===== src/rtl/mul.sv =====
// mul: registered IEEE-754 single-precision multiplier with Inf/NaN, overflow and underflow flags.
// Define MUL_ROUND_NEAREST_EN for round-to-nearest-even; otherwise the mantissa is truncated.
module mul (
    input  logic        clk,
    input  logic        reset,
    input  logic [31:0] a_operand,
    input  logic [31:0] b_operand,
    output logic [31:0] result,
    output logic        Exception,
    output logic        Overflow,
    output logic        Underflow
);
    logic              sign, exc, zero, norm, round_up, carry, ovf, unf;
    logic [47:0]       p;
    logic [22:0]       mant_t, mant;
    logic [23:0]       mant_r;
    logic signed [9:0] exp;

    always_comb begin
        sign = a_operand[31] ^ b_operand[31];
        exc = (&a_operand[30:23]) | (&b_operand[30:23]);
        zero = ~|a_operand[30:23] | ~|b_operand[30:23];
        p = 48'({1'b1, a_operand[22:0]}) * 48'({1'b1, b_operand[22:0]});
        norm = p[47];
        mant_t = norm ? p[46:24] : p[45:23];
`ifdef MUL_ROUND_NEAREST_EN
        // guard & (round | sticky | lsb) is round-half-to-even
        round_up = (norm ? p[23] : p[22]) &
                   ((norm ? p[22] : p[21]) | (norm ? |p[21:0] : |p[20:0]) | mant_t[0]);
`else
        round_up = 1'b0;
`endif
        mant_r = {1'b0, mant_t} + {23'b0, round_up};
        carry = mant_r[23];
        mant = carry ? 23'b0 : mant_r[22:0];
        exp = $signed({2'b0, a_operand[30:23]} + {2'b0, b_operand[30:23]} +
                      {9'b0, norm} + {9'b0, carry} - 10'd127);
        ovf = exp >= 10'sd255;
        unf = exp <= 10'sd0;
    end

`ifndef MUL_ROUND_NEAREST_EN
    logic unused_lsbs;
    assign unused_lsbs = ^p[22:0];
`endif

    always_ff @(posedge clk or posedge reset) begin
        if (reset) begin
            result    <= 32'h0;
            Exception <= 1'b0;
            Overflow  <= 1'b0;
            Underflow <= 1'b0;
        end else begin
            result    <= exc  ? 32'h0 :
                         zero ? {sign, 31'b0} :
                         ovf  ? {sign, 8'hFF, 23'b0} :
                         unf  ? {sign, 31'b0} : {sign, exp[7:0], mant};
            Exception <= exc;
            Overflow  <= !exc && !zero && ovf;
            Underflow <= !exc && !zero && !ovf && unf;
        end
    end
endmodule


===== config.mk =====
export PLATFORM = sky130hd
export DESIGN_NAME = mul
export DESIGN_NICKNAME = d
export VERILOG_FILES = /design/src/rtl/mul.sv
export SDC_FILE = /design/constraint.sdc
export NUM_CORES = 1
export LEC_CHECK = 0
export ABC_CLOCK_PERIOD_IN_PS = 1070
export CAP_MARGIN = 20
export CORE_UTILIZATION = 58
export CTS_CLUSTER_SIZE = 10
export DETAILED_ROUTE_END_ITERATION = 16
export GPL_TIMING_DRIVEN = 0
export PLACE_DENSITY = 0.89
export SETUP_SLACK_MARGIN = 0.15
export SLEW_MARGIN = 10
export SYNTH_ARGS = -nofsm -noshare
export SYNTH_HDL_FRONTEND = slang
export SYNTH_SLANG_ARGS = --single-unit
export TNS_END_PERCENT = 10

===== constraint.sdc =====
create_clock -name clk -period 1.07 [get_ports clk]
set_clock_uncertainty 0.1 [all_clocks]
set_input_delay 0.214 -clock clk [delete_from_list [all_inputs] [get_ports clk]]
set_output_delay 0.214 -clock clk [all_outputs]
set_load 0.01 [all_outputs]

==> flow_summary.yaml, run 1 <==
run_status:
  status: "complete, but fails checks"
  violations: "setup timing"
global_route:
  grt_pass1_vias: 19250
  antenna_found_initial: 1
  track_usage: 0.4105
  grt_overflow: 0
  grt_max_degree: 23
  grt_pass1_wl_mm: 109.3
timing:
  hold_violations: 0
  setup_viol: 68
  slew_violations: 0
  fin_crit_sh: 8.176
  fmax_ghz: 0.1143
  worst_pin_slew_ns: 0.8946
  grt_setup_unrepaired: "yes"
  period_minus_slack_ns: 8.749
  timing.slew.headroom: 0.4010
  layout_setup_ws_ns: -7.679
yosys:
  ys_types: 66
  muxShareOfSynthArea: 0.003573
  netlist_top_cells_count: "inv_1, fa_1, nand2_1, and2_1, ha_1"
  synthAdderAreaFrac: 0.5885
  synth_edf_count: 0
  yosysTopAreaCellShare: 0.4751
  ys.flop_type: "dfrtp_1"
  synth-compound-area-share: 0.05939
  async_flop_share: 1.000
  synth_top_family_by_area: "adder cells"
  synth_seq_cells: 35
  synth_nets: 3032
  avgSynthCellArea_sq_um: 8.830
  syn_area_sq_um: 20310
  ys_seq_area_frac: 0.04313
  synth_cells: 2300
  yosysMostFrequentCell: "inv_1"
  synth_xor_area_frac: 0.01164
  yosys.area_share.simple: 0.1649
  yosys.area.top_type: "fa_1"
  ys_warn_count: 0
  yosys-top-cells-area: "fa_1, ha_1, inv_1"
floorplan:
  die_h_microns: 189.1
  core_sq_um: 34460
  initial_core_util: 0.5894
  rows: 68
  die-area_sq_um: 35770
  die_w_microns: 189.1
  io_pins: 101
finish:
  drive_above_1_share: 0.1978
  final_area_sq_um: 25400
  area_growth_syn_to_layout_pct: 25.08
  nets: 3289
  fin_util: 0.7371
  fillCellCount: 2351
worst_hold_path:
  min_path_type: "input pin to asynchronous set/reset pin"
place:
  hpwlAfterDp_mm: 54.12
  dpl_cell_area_sq_um: 22530
  place_congestion: 1.042
  io_buffers: 95
worst_setup_path:
  cp_data_arrival_time_ns: 8.83
  crit_fanout: 5
  crit_top_cell: "buf_4"
  critPathTopFamily: "adder cells"
  critical_path_class: "input pin to register"
  slowest_delay_ns: 0.67
  path_buf_inv: 26
  cp_slowest_cell: "fa_2"
  critPathLaunchType: "input pin"
  endpoint_kind: "register"
  cp_data_required_time_ns: 1.15
drt:
  drt-pass1-iter-count: 5
  drc: 0
  routed_via_density: 5.818
  wl_per_cell_microns: 23.33
  drt_wl_total_mm: 70.31
  drtAntennaViolNets: 0
  vias: 17540
  drt_iter0_markers: 1630
clock_network:
  h-tree-depth: 2
  clock-sinks: 35
  cts-root-buf: "clkbuf_16"
  cts-buffers-inserted: 5
  cts.clk_slew.worst_paths_ns: 0.06
  cts_buffer_depth: 2
  cts_tree: "built"
run:
  maxCapViolCount: 0
==> worst paths after layout <==
kind	depth (start not counted)	slack, ns	start	to
min in group clk	5	0.43	a_operand[30]	Exception
hold / removal	2	0.15	reset	Underflow
max in group asynchronous	3	0.31	reset	result[1]
setup / recovery	44	-7.68	a_operand[9]	result[13]
==> logic make-up (layout without fill, tap and decap cells) <==
logic type	count (synthesis)	count (layout)
other	0	1
buffers and inverters	692	949
adder cells (fa/ha/maj)	666	666
XOR/XNOR	27	27
AO/OA/AOI/OAI	179	180
multiplexers	7	7
flip-flops	35	35
AND/OR/NAND/NOR	694	694
==> state kept, by name, indices dropped and copies added, names as in the netlist <==
signal     flops
result        32
Exception      1
Overflow       1
Underflow      1
==> per-layer routing <==
layer | track usage | up-vias | wire (microns)
li1 | - | 7291 | -
met1 | 0.5014 | 8861 | 24970
met2 | 0.6620 | 1077 | 32760
met3 | 0.1040 | 306 | 7461
met4 | 0.2385 | 0 | 5113
met5 | 0 | - | 0
==> layout make-up <==
| type | count | area (sq um) | share of cell area |
|---|---|---|---|
| multi-input combinational | 1574 | 17480 | 0.6883 |
| antenna | 1 | 2.502 | 0.00009852 |
| sequential | 35 | 875.8 | 0.03448 |
| buffer | 98 | 1759 | 0.06926 |
| timing repair buffer | 249 | 2250 | 0.08857 |
| inverter | 594 | 2268 | 0.08931 |
| tap | 455 | 569.3 | 0.02241 |
| clock inverter | 3 | 67.56 | 0.002660 |
| clock buffer | 5 | 125.1 | 0.004926 |
==> per-stage QoR <==
step | instances | setup TNS, ns | hold WS (ns) | setup WS [ns]
CTS | 2986 | -243.06 | 0.1612 | -7.500
detailed placement | 2851 | -306.39 | 0.5161 | -9.234
global placement | 2850 | -325.59 | 0.8091 | -9.167
global route | 3014 | -255.99 | 0.1954 | -7.877
floorplan | 2300 | -227.10 | 0.2600 | -7.021
finish | 3014 | -247.67 | 0.1547 | -7.679
==> cells in the final DEF (no fill, tap or decap), drive strengths merged, types with 7 or more instances in the layout <==
master       count
xnor2           15
a21o            27
a21oi           58
a211oi           7
dfrtp           35
ha             184
nand4           18
nand3           11
xor2            12
nor2            69
clkbuf          91
fa             482
buf            241
o21ai           29
dlygate4sd2     16
inv            589
and2           218
nand2          323
nor3            18
==> what timing repair did <==
item                       4_1_cts  5_1_grt
gates cloned                     3        1
setup endpoints to repair       92       69
pin swaps                       87       61
gates resized for setup        683       92
setup buffers                  124       26
hold buffers                     0        0
Power of run 1 is not shown: default switching activity piles up to over one toggle a cycle in this logic, so the estimate is an artifact.
==> run 2: changes to the inputs <==
- CORE_MARGIN: unset -> 5
- CTS_CLUSTER_SIZE: 10 -> 12
- MAX_ROUTING_LAYER: unset -> met4
==> run 2 against run 1 <==
The flow still finishes with violations (setup timing). Routed wire length up 0.72%. Hold slack worse by 0.0029 ns. Sequential share of layout area about the same. Critical endpoint unchanged.
==> flow_summary.yaml, run 2 (synthesis results as in run 1) <==
clock_network:
  cts-root-buf: "clkbuf_16"
  cts_tree: "built"
  clock-sinks: 35
  ctsHoldBuffers: 0
  cts.clk_slew.worst_paths_ns: 0.06
  cts-buffers-inserted: 5
  h-tree-depth: 2
  cts_buffer_depth: 2
drt:
  drt-pass1-iter-count: 7
  drt_wl_total_mm: 70.82
  vias: 17770
  wl_per_cell_microns: 23.49
  drt_iter0_markers: 1803
  drc: 0
  drtAntennaViolNets: 0
  routed_via_density: 5.893
timing:
  setup_viol: 68
  fin_crit_sh: 8.391
  slew_violations: 0
  fin_hold_ws_ns: 0.1518
  layout_setup_ws_ns: -7.908
  fmax_ghz: 0.1114
  worst_pin_slew_ns: 0.8103
  timing.slew.headroom: 0.4574
  hold_violations: 0
  period_minus_slack_ns: 8.978
  grt_setup_unrepaired: "yes"
finish:
  mostFrequentLayoutCells: "inv_1, fa_1, nand2_1"
  area_growth_syn_to_layout_pct: 25.65
  multi_input_area_sq_um: 17590
  final_common_cell: "inv_1"
  regMostFlops: "result"
  regArea_sq_um: 875.8
  drive_above_1_share: 0.2029
  fillCellCount: 2291
  final_area_sq_um: 25520
  nets: 3289
  largest_reg_flops: 32
floorplan:
  die_h_microns: 197.1
  core_sq_um: 34540
  rows: 68
  initial_core_util: 0.5879
  die_w_microns: 197.1
  die-area_sq_um: 38860
  io_pins: 101
worst_hold_path:
  min_path_type: "input pin to asynchronous set/reset pin"
global_route:
  grt_pass1_wl_mm: 107.2
  grt_max_degree: 24
  grt_overflow: 0
  track_usage: 0.3716
  antenna_found_initial: 0
  grt_pass1_vias: 19060
place:
  hpwlAfterDp_mm: 53.73
  io_buffers: 95
  dpl_cell_area_sq_um: 22530
  pre_cts_ws_ns: -9.214
  place_congestion: 1.066
worst_setup_path:
  crit_top_cell: "buf_4"
  endpoint_kind: "register"
  cp_slowest_cell: "fa_2"
  crit_fanout: 6
  critical_path_class: "input pin to register"
  cp-startpoint: "a_operand[12]"
  cp_data_required_time_ns: 1.16
  slowest_delay_ns: 0.63
  critPathLaunchType: "input pin"
  cp_data_arrival_time_ns: 9.06
run_status:
  status: "complete, but fails checks"
  violations: "setup timing"
run:
  maxCapViolCount: 0
run 2: changes by cell type in the layout (fill, tap and decap cells not counted), moves of 3 or more:
cell,before,now
nand2_2,8,13
buf_8,14,19
nand2_1,309,306
clkbuf_16,54,47
buf_12,17,24
buf_6,38,31
buf_4,135,138
buf_2,35,28
clkbuf_8,20,25
run 2: worst paths after layout:
kind                               to  cells past startpoint
max                        result[13]                     44
min                         result[8]                      2
max in group asynchronous  result[19]                      3
min in group clk            Exception                      5
run 2: per-stage QoR:
stage / TNS (ns) / std cells / util
detailed placement: -305.37 / 2851 / 0.6521
global route: -261.81 / 3013 / 0.7386
finish: -253.34 / 3015 / 0.7387
floorplan: -227.10 / 2300 / -
global placement: -321.15 / 2850 / 0.6513
CTS: -244.42 / 2974 / 0.7162
run 2: cell type report:
| class | count | share of cell area |
|---|---|---|
| clock inverter | 3 | 0.0009316 |
| inverter | 594 | 0.08899 |
| antenna | 2 | 0.0001961 |
| multi-input combinational | 1574 | 0.6894 |
| sequential | 35 | 0.03432 |
| clock buffer | 5 | 0.004903 |
| timing repair buffer | 249 | 0.09208 |
| buffer | 98 | 0.06688 |
| tap | 455 | 0.02231 |
run 2: repair_timing:
item,4_1_cts,5_1_grt
endpoints found under the hold margin,0,0
gates cloned,8,2
setup endpoints to repair,93,69
setup buffers,107,37
pin swaps,63,58
resized for setup,683,138
run 2: worst max-delay path, delay by kind of cell:
kind	cells	cell delay, ns
AND/OR/NAND/NOR	3	0.39
adder cells (fa/ha/maj)	8	3.93
multiplexers	1	0.11
buffers and inverters	27	3.35
AO/OA/AOI/OAI	4	0.84
XOR/XNOR	1	0.19
run 2: layer usage:
layer  vias to the layer above  routed length, microns  track usage
met4                         0                    5908       0.1916
li1                       7297                       -            -
met1                      8847                   23420       0.4421
met3                       375                    8535      0.08716
met2                      1248                   32960       0.5942
met5                         -                       0            -
Power of run 2 is left out for the same reason.
==> edit 1: new RTL, settings of run 1 <==
Register the output `result` once more; this adds one clock of latency there. The other outputs are not delayed to match.
--- a/src/rtl/mul.sv
+++ b/src/rtl/mul.sv
@@ -11,4 +11,6 @@
     output logic        Underflow
 );
+
+    logic [31:0] result_s0;
     logic              sign, exc, zero, norm, round_up, carry, ovf, unf;
     logic [47:0]       p;
@@ -47,10 +49,10 @@
     always_ff @(posedge clk or posedge reset) begin
         if (reset) begin
-            result    <= 32'h0;
+            result_s0 <= 32'h0;
             Exception <= 1'b0;
             Overflow  <= 1'b0;
             Underflow <= 1'b0;
         end else begin
-            result    <= exc  ? 32'h0 :
+            result_s0 <= exc  ? 32'h0 :
                          zero ? {sign, 31'b0} :
                          ovf  ? {sign, 8'hFF, 23'b0} :
@@ -61,4 +63,8 @@
         end
     end
+    always_ff @(posedge clk) begin
+        result <= result_s0;
+    end
+
 endmodule
 
Behaviour: not the same (Yosys sat finds a counterexample within 4 cycles, from zero or initial values and one cycle with reset high).
==> edit 1 against run 1 <==
Routed wire length rose by 3.3%; global-route usage shrank 0.65 points; synthesized area rose by 4.0%; worst setup slack worse by 610 ps; the run ends with DRC, setup timing left; sequential cell count increased by 32; design area is 2.7% higher.
Power is left out: the tool's default activity adds up to more than one toggle a clock period on the data nets, which glitch-free logic cannot reach.
==> edit 1: results (changes against run 1) <==
Global routing
  • GRT Overall Usage: 40.4% (was 41.0%)
  • Vias in the first global route: 19.2k (about the same)
  • Pin count of the biggest net entering global routing: 36 (was 23)
  • Initial antenna violation count: 1 (unchanged)
  • First-pass GRT wire length: 110 mm (was 109 mm)

Synth
  • Netlist cell types: 70 (was 66)
  • Seq/Total Area, Yosys: 7.18% (was 4.31%)
  • Ys flop type: dfrtp_1 (unchanged)
  • Ys async rst share: 52.2% (was 100%)
  • Top cells by count, synth: inv_1, fa_1, nand2_1, and2_1, ha_1 (unchanged)
  • Post-Syn Nets: 3099 (was 3032)
  • Synth top area cells: fa_1, ha_1, inv_1 (unchanged)

Critical path
  • Worst-path maximum fanout: 10 (was 5)
  • CP top delay family: adder cells (unchanged)
  • Crit path arrival time: 9510 ps (was 8830 ps)
  • CP peak stage delay: 590 ps (was 670 ps)
  • Slowest CP cell: fa_2 (unchanged)

STA
  • Slew of the pin with the lowest slew margin: 751 ps (was 895 ps)
  • # setup viols final: 67 (was 68)
  • PnR worst setup slack: -8290 ps (was -7680 ps)

Cells and area
  • Layout cells sized above 1: 20.0% (was 19.8%)
  • Layout Nets: 3337 (was 3289)
  • Top Registers: result (32), result_s0 (32)

Clock tree
  • Clock-pin slew on the worst setup and hold paths: 60 ps (about the same)
  • # H-tree levels: 3 (was 2)
  • CTS buffer count: 9 (was 5)
  • Clk_lat worst skew: 340 ps

Run status
  • Status: complete, but fails checks (unchanged)
  • Failing checks: DRC, setup timing (was setup timing)

Placed design
  • Placed cell area: 23200 um2 (was 22500 um2)
  • HPWL after DPL: 54.1 mm (about the same)
  • Port-buffer cells: 95 (unchanged)
  • Placer congestion estimate: 1.06 (was 1.04)

Routing
  • Post-route DRC violation count: 4 (was 0)
  • Vias per inst: 5.88 (was 5.82)
  • Final WL: 72.6 mm (was 70.3 mm)
  • Drt initial violations: 1596 (was 1630)
  • TritonRoute pass-1 iters: 11 (was 5)
-- edit 1: path summary, 6_finish.rpt --
path                            cells past startpoint                       to                     from
worst max-delay path                               39  result_s0[21]$_DFF_PP0_            b_operand[13]
min in group clk                                    0       result[31]$_DFF_P_  result_s0[31]$_DFF_PP0_
worst min-delay path                                2  result_s0[22]$_DFF_PP0_                    reset
worst min register to register                      0       result[31]$_DFF_P_  result_s0[31]$_DFF_PP0_
worst max register to register                      0       result[12]$_DFF_P_  result_s0[12]$_DFF_PP0_
max in group asynchronous                           2  result_s0[10]$_DFF_PP0_                    reset
-- edit 1: area by class of cell --
cell class	count	area [um2]
Clock inverter	7	98.8
Inverter	586	2250
Multi-Input combinational cell	1612	17700
Fill cell	2436	9640
Antenna cell	2	5.00
Buffer	103	1660
Clock buffer	9	225
Timing Repair Buffer	226	2080
Sequential cell	67	1550
Tap cell	461	577
-- edit 1: logic make-up after synthesis --
logic type | count (synthesis) | synth area share (%)
AOI/OAI and AO/OA | 199 | 6.18
and+or+nand+nor | 718 | 16.4
adders and majority gates | 666 | 56.6
xor gates and xnor gates | 28 | 1.16
DFF | 67 | 7.18
buffers and inverters | 689 | 12.5
-- edit 1: repair_timing --
item | 4_1_cts | 5_1_grt
endpoints found under the setup margin | 105 | 70
gates cloned | 5 | 0
setup buffers | 107 | 20
gates resized for setup | 713 | 94
hold buffers | 0 | 0
pin swaps | 77 | 55
-- edit 1: through the flow --
step	worst slack, ps	util, %	hold WS [ps]	TNS (ps)	instances
after floorplan	-7630	-	224	-249030	2367
final	-8290	73.0	156	-270420	3073
after CTS	-8040	71.7	157	-261990	3051
after global placement	-9870	64.8	226	-349060	2923
after global routing	-8490	73.0	203	-277260	3071
after detailed placement	-9950	64.8	229	-333450	2923
-- edit 1: per-layer routing --
layer,vias to the layer above,wire (um),GRT usage [%],share of wire (%)
li1,7492,-,-,-
met1,8993,26100,50.7,36
met2,1234,33200,63.2,46
met3,336,7840,9.13,11
met4,0,5450,25.7,7.5
met5,-,0,0,0
==> edit 2: new RTL, settings of run 1 <==
Made on the original files. The option `MUL_ROUND_NEAREST_EN` is turned on by a define.
--- a/src/rtl/mul.sv
+++ b/src/rtl/mul.sv
@@ -1,4 +1,6 @@
 // mul: registered IEEE-754 single-precision multiplier with Inf/NaN, overflow and underflow flags.
 // Define MUL_ROUND_NEAREST_EN for round-to-nearest-even; otherwise the mantissa is truncated.
+`define MUL_ROUND_NEAREST_EN
+
 module mul (
     input  logic        clk,
Function: changed (Yosys sat finds a counterexample within 4 cycles, from zero or initial values and one cycle with reset high).
==> edit 2 against run 1 <==
The run still ends with setup timing left; routed wire length rose by 16%; critical path depth unchanged; die area up 8.3%; highest routed layer is now met5; final cell count grew 12%; design area up 9.7%; synthesized cell count up 12%; worst setup slack worse by 1600 ps; sequential cell count stayed put; critical endpoint is now result[10]$_DFF_PP0_; fmax shrank 15%; count of clock-buffer cells in the layout grew 2; synthesized area rose by 8.4%.
Power is left out: the tool's default activity adds up to more than one toggle a clock period on the data nets, which glitch-free logic cannot reach.
==> edit 2: results (changes against run 1) <==
Routing
  • DR WL met2: 35.6 mm (was 32.8 mm)
  • Drt initial violations: 2172 (was 1630)
  • Met1 WL: 29.9 mm (was 25.0 mm)
  • Wirelength per Cell: 24.2 um (was 23.3 um)
  • Vias: 20.2k (was 17.5k)

STA
  • # setup viols final: 69 (was 68)
  • Max-slew headroom: 52.1% (was 40.1%)
  • PnR worst setup slack: -9250 ps (was -7680 ps)
  • Hold_ws: 145 ps (was 155 ps)

Global routing
  • Pin count of the biggest net entering global routing: 24 (was 23)
  • Vias in the first global route: 20.7k (was 19.2k)
  • Initial antenna violation count: 4 (was 1)
  • Met1 Use GR: 53.5% (was 50.1%)
  • GRT Overall Usage: 41.4% (was 41.0%)
  • Met2 Use GR: 63.9% (was 66.2%)

Cells and area
  • Number of non-clock buffers: 410 (was 347)
  • Area of the multi-input gates: 19600 um2 (was 17500 um2)
  • Final clock-cell share: 0.494% (was 0.759%)

Placed design
  • Placed cell area: 24000 um2 (was 22500 um2)
  • Placer congestion estimate: 1.04 (about the same)

Critical path
  • Crit path arrival time: 10440 ps (was 8830 ps)
  • CP peak stage delay: 570 ps (was 670 ps)

Clock tree
  • Post-CTS setup buffer count: 120 (was 124)

Die
  • Tap Cells: 504 (was 455)

Synth
  • Netlist cell types: 80 (was 66)
  • Post-Syn Nets: 3308 (was 3032)

Run status
  • Status: complete, but fails checks (unchanged)
  • Failing checks: setup timing (unchanged)
## edit 2: cell types whose count changed after synthesis, sizes merged, moves of 8 or more
cell,change
o21ai,+9
clkbuf,+8
and2,+32
nor2,+30
a31oi,+12
a21oi,+11
nand3,+11
buf,+13
xnor2,+31
inv,+19
nand2,+13
## edit 2: worst paths after layout
check / cells after the start / from / end
min in group clk: 3 / a_operand[31] / result[31]$_DFF_PP0_
worst min-delay path: 2 / reset / result[10]$_DFF_PP0_
max in group asynchronous: 3 / reset / Exception$_DFF_PP0_
worst max-delay path: 44 / a_operand[8] / result[10]$_DFF_PP0_
## edit 2: logic make-up (layout without fill, tap and decap cells)
kind of cell / Yosys count / in the layout / synth area share (%)
DFF: 35 / 35 / 3.98
other: 0 / 5 / 0
xor gates and xnor gates: 62 / 62 / 2.50
AOI/OAI and AO/OA: 228 / 228 / 6.90
and+or+nand+nor: 828 / 828 / 18.7
buffers and inverters: 733 / 1032 / 12.7
muxes: 12 / 12 / 0.552
adders and majority gates: 672 / 672 / 54.7
